<file path="src/rtl/uart_rx.sv">
// 8N1 UART receiver: 2-flop synchronized input, mid-bit sampling, frame-error detect.
// A line held low after a frame parks the FSM in CLEANUP so a break never starts a frame.
module uart_rx #(
    parameter int CLKS_PER_BIT = 434
) (
    input  logic       i_Clock,
    input  logic       i_Reset_n,
    input  logic       i_Rx_Serial,
    output logic       o_Rx_DV,
    output logic [7:0] o_Rx_Byte,
    output logic       o_Rx_Active,
    output logic       o_Frame_Err
);

    localparam logic [14:0] HALF_BIT = 15'((CLKS_PER_BIT - 1) >> 1);
    localparam logic [14:0] BIT_LAST = 15'(CLKS_PER_BIT - 1);

    typedef enum logic [2:0] {
        IDLE    = 3'd0,
        START   = 3'd1,
        DATA    = 3'd2,
        STOP    = 3'd3,
        CLEANUP = 3'd4
    } state_t;

    logic        rx_meta_reg, rx_s_reg;
    state_t      state_reg, state_next;
    logic [14:0] count_reg, count_next;
    logic [2:0]  index_reg, index_next;
    logic [7:0]  data_reg, data_next;
    logic [7:0]  byte_reg, byte_next;
    logic        dv_reg, dv_next;
    logic        fe_reg, fe_next;
    logic        active_reg, active_next;

    always_ff @(posedge i_Clock or negedge i_Reset_n) begin
        if (!i_Reset_n) begin
            rx_meta_reg <= 1'b1;
            rx_s_reg    <= 1'b1;
            state_reg   <= IDLE;
            count_reg   <= '0;
            index_reg   <= '0;
            data_reg    <= '0;
            byte_reg    <= '0;
            dv_reg      <= 1'b0;
            fe_reg      <= 1'b0;
            active_reg  <= 1'b0;
        end else begin
            rx_meta_reg <= i_Rx_Serial;
            rx_s_reg    <= rx_meta_reg;
            state_reg   <= state_next;
            count_reg   <= count_next;
            index_reg   <= index_next;
            data_reg    <= data_next;
            byte_reg    <= byte_next;
            dv_reg      <= dv_next;
            fe_reg      <= fe_next;
            active_reg  <= active_next;
        end
    end

    always_comb begin
        state_next = state_reg;
        count_next = count_reg;
        index_next = index_reg;
        data_next  = data_reg;
        byte_next  = byte_reg;
        dv_next    = 1'b0;
        fe_next    = 1'b0;
        case (state_reg)
            IDLE: begin
                count_next = '0;
                index_next = '0;
                if (!rx_s_reg)
                    state_next = START;
            end
            START: begin
                // A start bit that is gone by mid-bit is treated as a glitch
                if (count_reg == HALF_BIT) begin
                    count_next = '0;
                    state_next = rx_s_reg ? IDLE : DATA;
                end else begin
                    count_next = count_reg + 15'd1;
                end
            end
            DATA: begin
                if (count_reg == BIT_LAST) begin
                    count_next           = '0;
                    data_next[index_reg] = rx_s_reg;
                    if (index_reg == 3'd7) begin
                        index_next = '0;
                        state_next = STOP;
                    end else begin
                        index_next = index_reg + 3'd1;
                    end
                end else begin
                    count_next = count_reg + 15'd1;
                end
            end
            STOP: begin
                if (count_reg == BIT_LAST) begin
                    count_next = '0;
                    state_next = CLEANUP;
                    if (rx_s_reg) begin
                        dv_next   = 1'b1;
                        byte_next = data_reg;
                    end else begin
                        fe_next = 1'b1;
                    end
                end else begin
                    count_next = count_reg + 15'd1;
                end
            end
            CLEANUP: begin
                if (rx_s_reg)
                    state_next = IDLE;
            end
            default: begin
                state_next = IDLE;
                count_next = '0;
                index_next = '0;
            end
        endcase
        active_next = (state_next == START) || (state_next == DATA) || (state_next == STOP);
    end

    assign o_Rx_DV     = dv_reg;
    assign o_Rx_Byte   = byte_reg;
    assign o_Rx_Active = active_reg;
    assign o_Frame_Err = fe_reg;

endmodule

</file>
<file path="config.mk">
export PLATFORM = sky130hd
export DESIGN_NAME = uart_rx
export DESIGN_NICKNAME = d
export VERILOG_FILES = /design/src/rtl/uart_rx.sv
export SDC_FILE = /design/constraint.sdc
export NUM_CORES = 1
export LEC_CHECK = 0
export ABC_CLOCK_PERIOD_IN_PS = 2900
export CAP_MARGIN = 20
export CORE_MARGIN = 8
export CORE_UTILIZATION = 58
export DETAILED_ROUTE_END_ITERATION = 6
export GPL_TIMING_DRIVEN = 0
export PLACE_DENSITY = 0.84
export SETUP_SLACK_MARGIN = 0.2
export SLEW_MARGIN = 25
export SYNTH_ARGS = -nofsm -noshare
export SYNTH_HDL_FRONTEND = slang
export SYNTH_SLANG_ARGS = --single-unit
</file>
<file path="constraint.sdc">
create_clock -name i_Clock -period 2.9 [get_ports i_Clock]
set_input_delay 0.58 -clock i_Clock [delete_from_list [all_inputs] [get_ports i_Clock]]
set_output_delay 0.58 -clock i_Clock [all_outputs]
set_load 0.01 [all_outputs]
</file>
Yosys cells after proc, flatten, opt, wreduce, memory -nomap -nowiden --
Index checks and enable logic that the tools add are counted.
Word-level totals: input bits 3, bits in writable memories 0, bits in read-only memories 0, bits in registers 42, latch bits 0, memories kept 0
Cells by class: shift operators 0, $mul 0, multiplexer cells 23, bitwise gates (word level) 1, div/mod/pow operators 0, order comparisons 2, equality and inequality tests 11, reductions and logical operators 9, add/subtract/negate cells 2
Operator list (count):
- case mux 15 bit (3 select lines) | 1
- 2-to-1 mux 15 bit | 2
- 2-to-1 mux 3 bit | 8
- adder 15 x 1 -> 15 bit, second input constant | 1
- == test 15 x 8 -> 1 bit, second input constant | 1
- == test 15 x 9 -> 1 bit, second input constant | 1
- case mux 3 bit (5 select lines) | 1
- == test 3 x 2 -> 1 bit, second input constant | 4
- bitwise mux 8 bit | 1
- 2-to-1 mux 1 bit | 7
- == test 3 x 1 -> 1 bit, second input constant | 2
- == test 3 bit, second input constant | 2
- case mux 3 bit (2 select lines) | 1
- less-than comparator 3 x 4 -> 1 bit, second input constant | 1
- AND reduction 2 bit | 2
- adder 3 x 1 -> 3 bit, second input constant | 1
- demux 1 bit (select 3 bit) | 1
- greater-or-equal comparator 3 x 1 -> 1 bit, second input constant | 1
- logical NOT 3 bit | 1
- AND reduction 3 bit | 1
- OR reduction 3 bit | 1
- logical OR 1 bit | 2
- 2-to-1 mux 2 bit | 1
- != test 2 bit, second input constant | 1
- 3 further kinds | 3

Depth between registers and ports, before layout --
Gate-level depths: netlist of the first run.
word-level depth 7, mapped depth 8, depth with buffers taken out 7

Worst setup path after synthesis of the first run --
Ideal clock, no wire load.
kind register -> register, start register count_reg[12], end register count_reg[8], cell stages (with the launch flop) 6, arrival time 2114 ps, path buffers 0, slack 662 ps, required time 2776 ps, period minus slack after synthesis 2238 ps, cells stage by stage dfrtp_1 -> or4_4 -> or4_4 -> o2bb2ai_4 -> and3_1 -> a211o_1
Between the ends: cells in the longest elaborated chain, start to end 3
RTL lines:
- start: declaration | RTL line 28 | logic [14:0] count_reg, count_next;
- start signal: assignment | RTL line 52 | count_reg <= count_next;
- == test 15 x 9 -> 1 bit or == test 15 x 8 -> 1 bit (tied branches) | RTL line 87, 101, 79
- 2-to-1 mux 15 bit (on tied branches) | RTL line 87, 101, 79
- case mux 15 bit (3 select lines) (*) | RTL line 70 | case (state_reg)
Mark *: on every way between the ends. The rest lies on a longest branch, timed or not. A chain may end at the register's enable or synchronous reset.

Worst setup path in the final report of the first run --
start register count_reg[1], end register count_reg[6]
Between the ends: cells in the longest elaborated chain, start to end 3
RTL lines (RTL line):
- adder 15 x 1 -> 15 bit, or another cell as far along | 83, 97, 111
- 2-to-1 mux 15 bit (on tied branches) | 87, 101, 79
- case mux 15 bit (3 select lines) (*) | 70
Marks and branches as above.

==> reports/metrics.yaml, run 1 <==
run_status:
  status: "finished, final reports clean"
timing:
  fmax_mhz: 404
  period_minus_slack_ns: 2.48
  worst_slew_pin_slew_ns: 0.622
  fin_tns_setup_ns: 0
  rsz0062_at_grt: "false"
  finalSetupViolCount: 0
  relSlewSlack_pct: 58.2
  slew_violations: 0
  hold_viol_final: 0
  layout_worst_path_cycle_share_pct: 85.4
  final.setup_skew_ns: 0.00561
  timing.hold.ws_ns: 0.185
route:
  drt-initial-drc-count: 97
  post-route-drc-count: 0
  vias: 1628
  wl_per_cell_um: 14.7
  dr.pass1.iters: 4
  drtAntennaViolNets: 0
  wl_mm: 4.02
  viasPerCell: 5.94
clock_tree:
  cts.repair.resized: 0
  insertion_delay_ns: 0.30
  cts-buffers-inserted: 5
  postCtsSetupBuffers: 0
  cts_sinks: 42
  cts-hold-fix-buffers: 0
  cts_max_level: 2
  root_buffer: "clkbuf_8"
  clock_path_buffers: 2
  cts_tree: "built"
  clk_pin_slew_ns: 0.08
floorplan:
  dieArea_um2: 5880
  io_pins: 14
  start_util_pct: 59.2
  core_um2: 3610
  die_x_um: 76.7
  die_height_um: 76.7
  rows: 22
placement:
  dp_hpwl_mm: 2.89
  io_buffers: 13
  place_area_um2: 2340
  routabilityCongestion: 0.882
yosys:
  yosys.area.top_type: "dfrtp_1"
  ys_ff_latch: 42
  ys_types: 45
  syn-instance-count: 204
  netlist_area_um2: 2130
  synth_top_area_share_pct: 46.9
  synth_area_leaders: "dfrtp_1, mux2_2, ha_1"
  seq_area_frac_synth_pct: 49.4
  synth_warnings: 0
  syn_area_per_cell_um2: 10.5
  syn-num-nets: 212
critical_path:
  crit_path_start_kind: "flop"
  crit_family: "simple AND/OR/NAND/NOR gates"
  cp_slowest_stage_delay_ns: 0.48
  worstSetupEndpointType: "flop"
  worstPathCellList: "inv_1, ha_1, or3b_2, nor4_4, a2bb2oi_2, buf_4, o21ai_1, a22o_1"
  critical_path_buf_inv_count: 2
  path_class: "flop to flop"
  cp.arrival_ns: 2.67
  slowest_stage: "or3b_2"
  cp.required_ns: 3.09
  worstPathMaxFanout: 10
  r2r_slack_ns: 0.42
layout:
  drive_gt1_share_pct: 17.3
  mostFrequentLayoutCells: "dfrtp_1, nor2_1, mux2_2, nand2_1, clkdlybuf4s50_1"
  final_common_cell: "dfrtp_1"
  fin_util_pct: 68.8
  fill_cells: 293
  diodes: 0
  finalInstanceArea_um2: 2480
  largest_reg_flops: 15
  final_nets: 233
  syn2layout_area_growth_pct: 16.3
grt:
  grt_max_degree: 28
  grt_pass1_wl_mm: 7.14
  grt_use_total_pct: 14.8
  first_global_vias: 1605
  antenna_found_initial: 0
  overflow: 0
power_and_ir_drop:
  p_per_area_nw_per_um2: 472
  cellLeakagePower_uw: 0.00111
  vdd_drop_max_v: 0.000339
  total_power_uw: 1170
run:
  drv_cap: 0
worst_hold_path:
  hp-class: "input port to asynchronous set/reset pin"
where the power goes:
part	switching, uW	leakage (uW)	total, uW	internal (uW)
clock	198	0.0000714	565	367
combinational	13.5	0.000479	18.3	4.84
sequential	1.02	0.000560	589	588
total	213	0.00111	1170	960
path summary, 6_finish.rpt:
check | startpoint | endpoint | cells after the start
max | count_reg[1] | count_reg[6] | 8
min | i_Reset_n | o_Rx_Active | 1
max reg2reg | count_reg[1] | count_reg[6] | 8
min reg2reg | rx_meta_reg | rx_s_reg | 0
max in group asynchronous | i_Reset_n | count_reg[6] | 2
min in group i_Clock | rx_meta_reg | rx_s_reg | 0
cell families after synthesis:
kind of cell / after synthesis / share of synthesized area, %
fa+ha+maj: 5 / 2.93
xor+xnor: 1 / 0.410
compound gates: 42 / 14.0
buf+inv: 18 / 3.58
mux: 16 / 8.44
simple gates: 80 / 21.3
flops: 42 / 49.4
synth_stat cells:
cell type	instances
dfrtp_1	40
mux2_2	16
nor2_1	16
nand2_1	15
nand3_1	10
o21ai_0	10
a21oi_1	7
clkbuf_1	7
a31oi_1	6
inv_1	6
ha_1	5
and3_1	4
buf_2	4
nand2b_1	4
nand3b_1	4
nor3b_1	4
or3_1	4
a211oi_1	3
nand4_1	3
nor3_1	3
nor4_1	3
a22o_1	2
a41oi_1	2
dfstp_2	2
o21ai_1	2
o31ai_1	2
or4_4	2
a211o_1	1
a21o_1	1
a2bb2oi_2	1
a311oi_1	1
a32o_1	1
and2_1	1
and3b_1	1
and4b_1	1
buf_4	1
nand4b_1	1
nor2b_1	1
nor4_4	1
o211ai_1	1
o2bb2ai_1	1
o2bb2ai_4	1
or3b_2	1
or4_1	1
xnor2_1	1
area by class of cell:
type,count,area (um2),share of cell area [%]
sequential,42,1050,42.4
tap,48,60.1,2.42
clock inverter,2,60.1,2.42
clock buffer,6,82.6,3.33
inverter,6,22.5,0.907
multi-input combinational,144,1000,40.5
buffer,12,53.8,2.17
timing repair buffer,14,145,5.85
metal layers:
layer | vias up | track usage (%) | routed length, um
met3 | 9 | 5.13 | 205
met4 | 0 | 6.35 | 74
met2 | 33 | 25.3 | 2040
met5 | - | 0 | 0
met1 | 796 | 16.2 | 1690
li1 | 790 | - | -
stage by stage:
stage               instances  setup slack (ns)
finish                    274             0.423
global route              274             0.255
CTS                       274             0.424
detailed placement        266             0.440
global placement          265             0.253
floorplan                 204             0.662
No activity file was read; power rests on OpenSTA's default activity.
==> run 2, diff against run 1 <==
- CORE_UTILIZATION: 58 -> 62
- DONT_BUFFER_PORTS: default -> 1
- MAX_ROUTING_LAYER: default -> met4
==> run 2 against run 1 <==
Wire length increased by 4.7%. Sequential power about the same. Global-route usage increased by 2.3 points. Total power decreased by 7.7%. Worst hold slack got worse by 0.13 ns. First-iteration DRC count increased by 90%. Sequential cell count unchanged. Clock-buffer cell count unchanged. Largest power group unchanged.
==> reports/metrics.yaml, run 2 (synthesis results as in run 1) <==
grt:
  grt_use_total_pct: 17.1  # +2.3 points
  grt_max_degree: 41  # +46%
  overflow: 0  # unchanged
  first_global_vias: 1615  # +0.62%
  antenna_found_initial: 0  # unchanged
  grt_pass1_wl_mm: 7.18  # +0.49%
critical_path:
  r2r-end: "count_reg[6]"
  ff2ff_path_depth: 8  # unchanged
  worstSetupEndpointType: "flop"
  worstPathMaxFanout: 10  # unchanged
  crit_path_start_kind: "flop"
  r2r_slack_ns: 0.36  # -0.06 ns
  path_class: "flop to flop"
  cp.required_ns: 3.14  # +0.05 ns
  reg2reg_from: "count_reg[1]"
  cp.arrival_ns: 2.78  # +0.11 ns
timing:
  rsz0062_at_grt: "false"
  worst_slew_pin_slew_ns: 0.674  # +0.0519 ns
  relSlewSlack_pct: 54.8  # -3.5 points
  period_minus_slack_ns: 2.54  # +0.0595 ns
  layout_worst_path_cycle_share_pct: 87.5  # +2.1 points
  hold_viol_final: 0  # unchanged
  finalSetupViolCount: 0  # unchanged
  fin_ws_ns: 0.363  # -0.0595 ns
  fmax_mhz: 394  # -2.3%
  slew_violations: 0  # unchanged
  final.setup_skew_ns: 0.00685  # +0.00124 ns
  fin_tns_setup_ns: 0  # unchanged
route:
  post-route-drc-count: 0  # unchanged
  wl_met3_um: 215  # +4.9%
  m1WireLength_mm: 1.78  # +5.0%
  dr.pass1.iters: 4  # unchanged
  route.top_layer_used: "met4"
  wl_per_cell_um: 16.2  # +11%
  vias: 1599  # -1.8%
  drt-initial-drc-count: 184  # +90%
  wl_met2_mm: 2.18  # +6.8%
  viasPerCell: 6.17  # +3.9%
  wl_mm: 4.21  # +4.7%
  drtAntennaViolNets: 0  # unchanged
clock_tree:
  cts-hold-fix-buffers: 1  # +1
  cts_sinks: 42  # unchanged
  cts_max_level: 2  # unchanged
  cts_tree: "built"
  insertion_delay_ns: 0.34  # +0.04 ns
  cts.repair.resized: 0  # unchanged
  postCtsSetupBuffers: 0  # unchanged
  clk_pin_slew_ns: 0.12  # +0.04 ns
  root_buffer: "clkbuf_4"
  clock_path_buffers: 2  # unchanged
  cts-buffers-inserted: 5  # unchanged
placement:
  routabilityCongestion: 0.863  # -2.1%
  io_buffers: 0  # -13
  placedCellCount: 250  # -6.0%
  place_area_um2: 2190  # -6.3%
  dp_hpwl_mm: 3.02  # +4.4%
  place_ws_ns: 0.417  # -0.0229 ns
power_and_ir_drop:
  total_power_uw: 1080  # -7.7%
  vdd_drop_max_v: 0.000246  # -27%
  cellLeakagePower_uw: 0.00105  # -5.3%
  p_per_area_nw_per_um2: 466  # -1.4%
floorplan:
  start_util_pct: 64.5  # +5.3 points
  rows: 21  # -4.5%
  die_height_um: 74.7  # -2.6%
  dieArea_um2: 5580  # -5.1%
  io_pins: 14  # unchanged
  die_x_um: 74.7  # -2.6%
  core_um2: 3310  # -8.2%
layout:
  syn2layout_area_growth_pct: 8.85
  drive_gt1_share_pct: 17.8  # +0.58 points
  diodes: 0  # unchanged
  mostFrequentLayoutCells: "dfrtp_1, nor2_1, mux2_2, nand2_1"
  largest_reg_flops: 15  # unchanged
  finalInstanceArea_um2: 2320  # -6.4%
  final_cells: 259  # -5.5%
  final_nets: 220  # -5.6%
  final_common_cell: "dfrtp_1"
worst_hold_path:
  hp-class: "input port to asynchronous set/reset pin"
run_status:
  status: "finished, final reports clean"
run:
  drv_cap: 0  # unchanged
-- run 2: cell count changes in the layout (fill, tap and decap cells not counted) --
cell and delta:
clkdlybuf4s50_1 -12, clkbuf_4 +5, clkbuf_8 -5, buf_2 -1
-- run 2: power by group --
part	switching [uW]	leakage (uW)	internal (uW)	total [uW]
Combinational	12.6	0.000433	3.38	16.0
Sequential	1.26	0.000560	588	589
Clock	184	0.0000585	292	476
Total	198	0.00105	884	1080
-- run 2: worst max-delay path by stage --
stage / start / to / slack (ns)
2_1_floorplan: count_reg[12] / count_reg[8] / 0.66
3_3_place_gp: count_reg[1] / count_reg[6] / 0.49
3_5_place_dp: count_reg[1] / count_reg[6] / 0.42
4_1_cts: count_reg[1] / count_reg[6] / 0.38
5_1_grt: count_reg[1] / count_reg[8] / 0.20
6_report: count_reg[1] / count_reg[6] / 0.36
-- run 2: worst max-delay path, stage by stage, from the launching register on --
cell and delay [ns]:
dfrtp_1 0.44, inv_1 0.11, ha_1 0.18, or3b_2 0.48, nor4_4 0.52, a2bb2oi_2 0.21, buf_4 0.19, o21ai_1 0.08
a22o_1 0.23
-- run 2: cell type report --
| class | count | area [um2] |
|---|---|---|
| timing repair buffer | 1 | 20.0 |
| inverter | 6 | 22.5 |
| clock buffer | 6 | 51.3 |
| multi-input combinational | 144 | 1000 |
| buffer | 12 | 53.8 |
| sequential | 42 | 1050 |
| fill | 239 | 987 |
| clock inverter | 2 | 60.1 |
| tap | 46 | 57.6 |
-- run 2: per-layer routing --
layer	track usage, %	vias to the layer above
li1	-	759
met1	19.7	787
met2	28.8	48
met3	4.39	5
met4	4.78	0
met5	-	-
-- run 2: stage by stage --
| step | hold slack (ns) | utilization (%) |
|---|---|---|
| floorplan | 0.284 | - |
| global placement | 0.286 | 66.2 |
| detailed placement | 0.286 | 66.2 |
| CTS | 0.0457 | 70.2 |
| global route | 0.0315 | 70.2 |
| finish | 0.0560 | 70.2 |
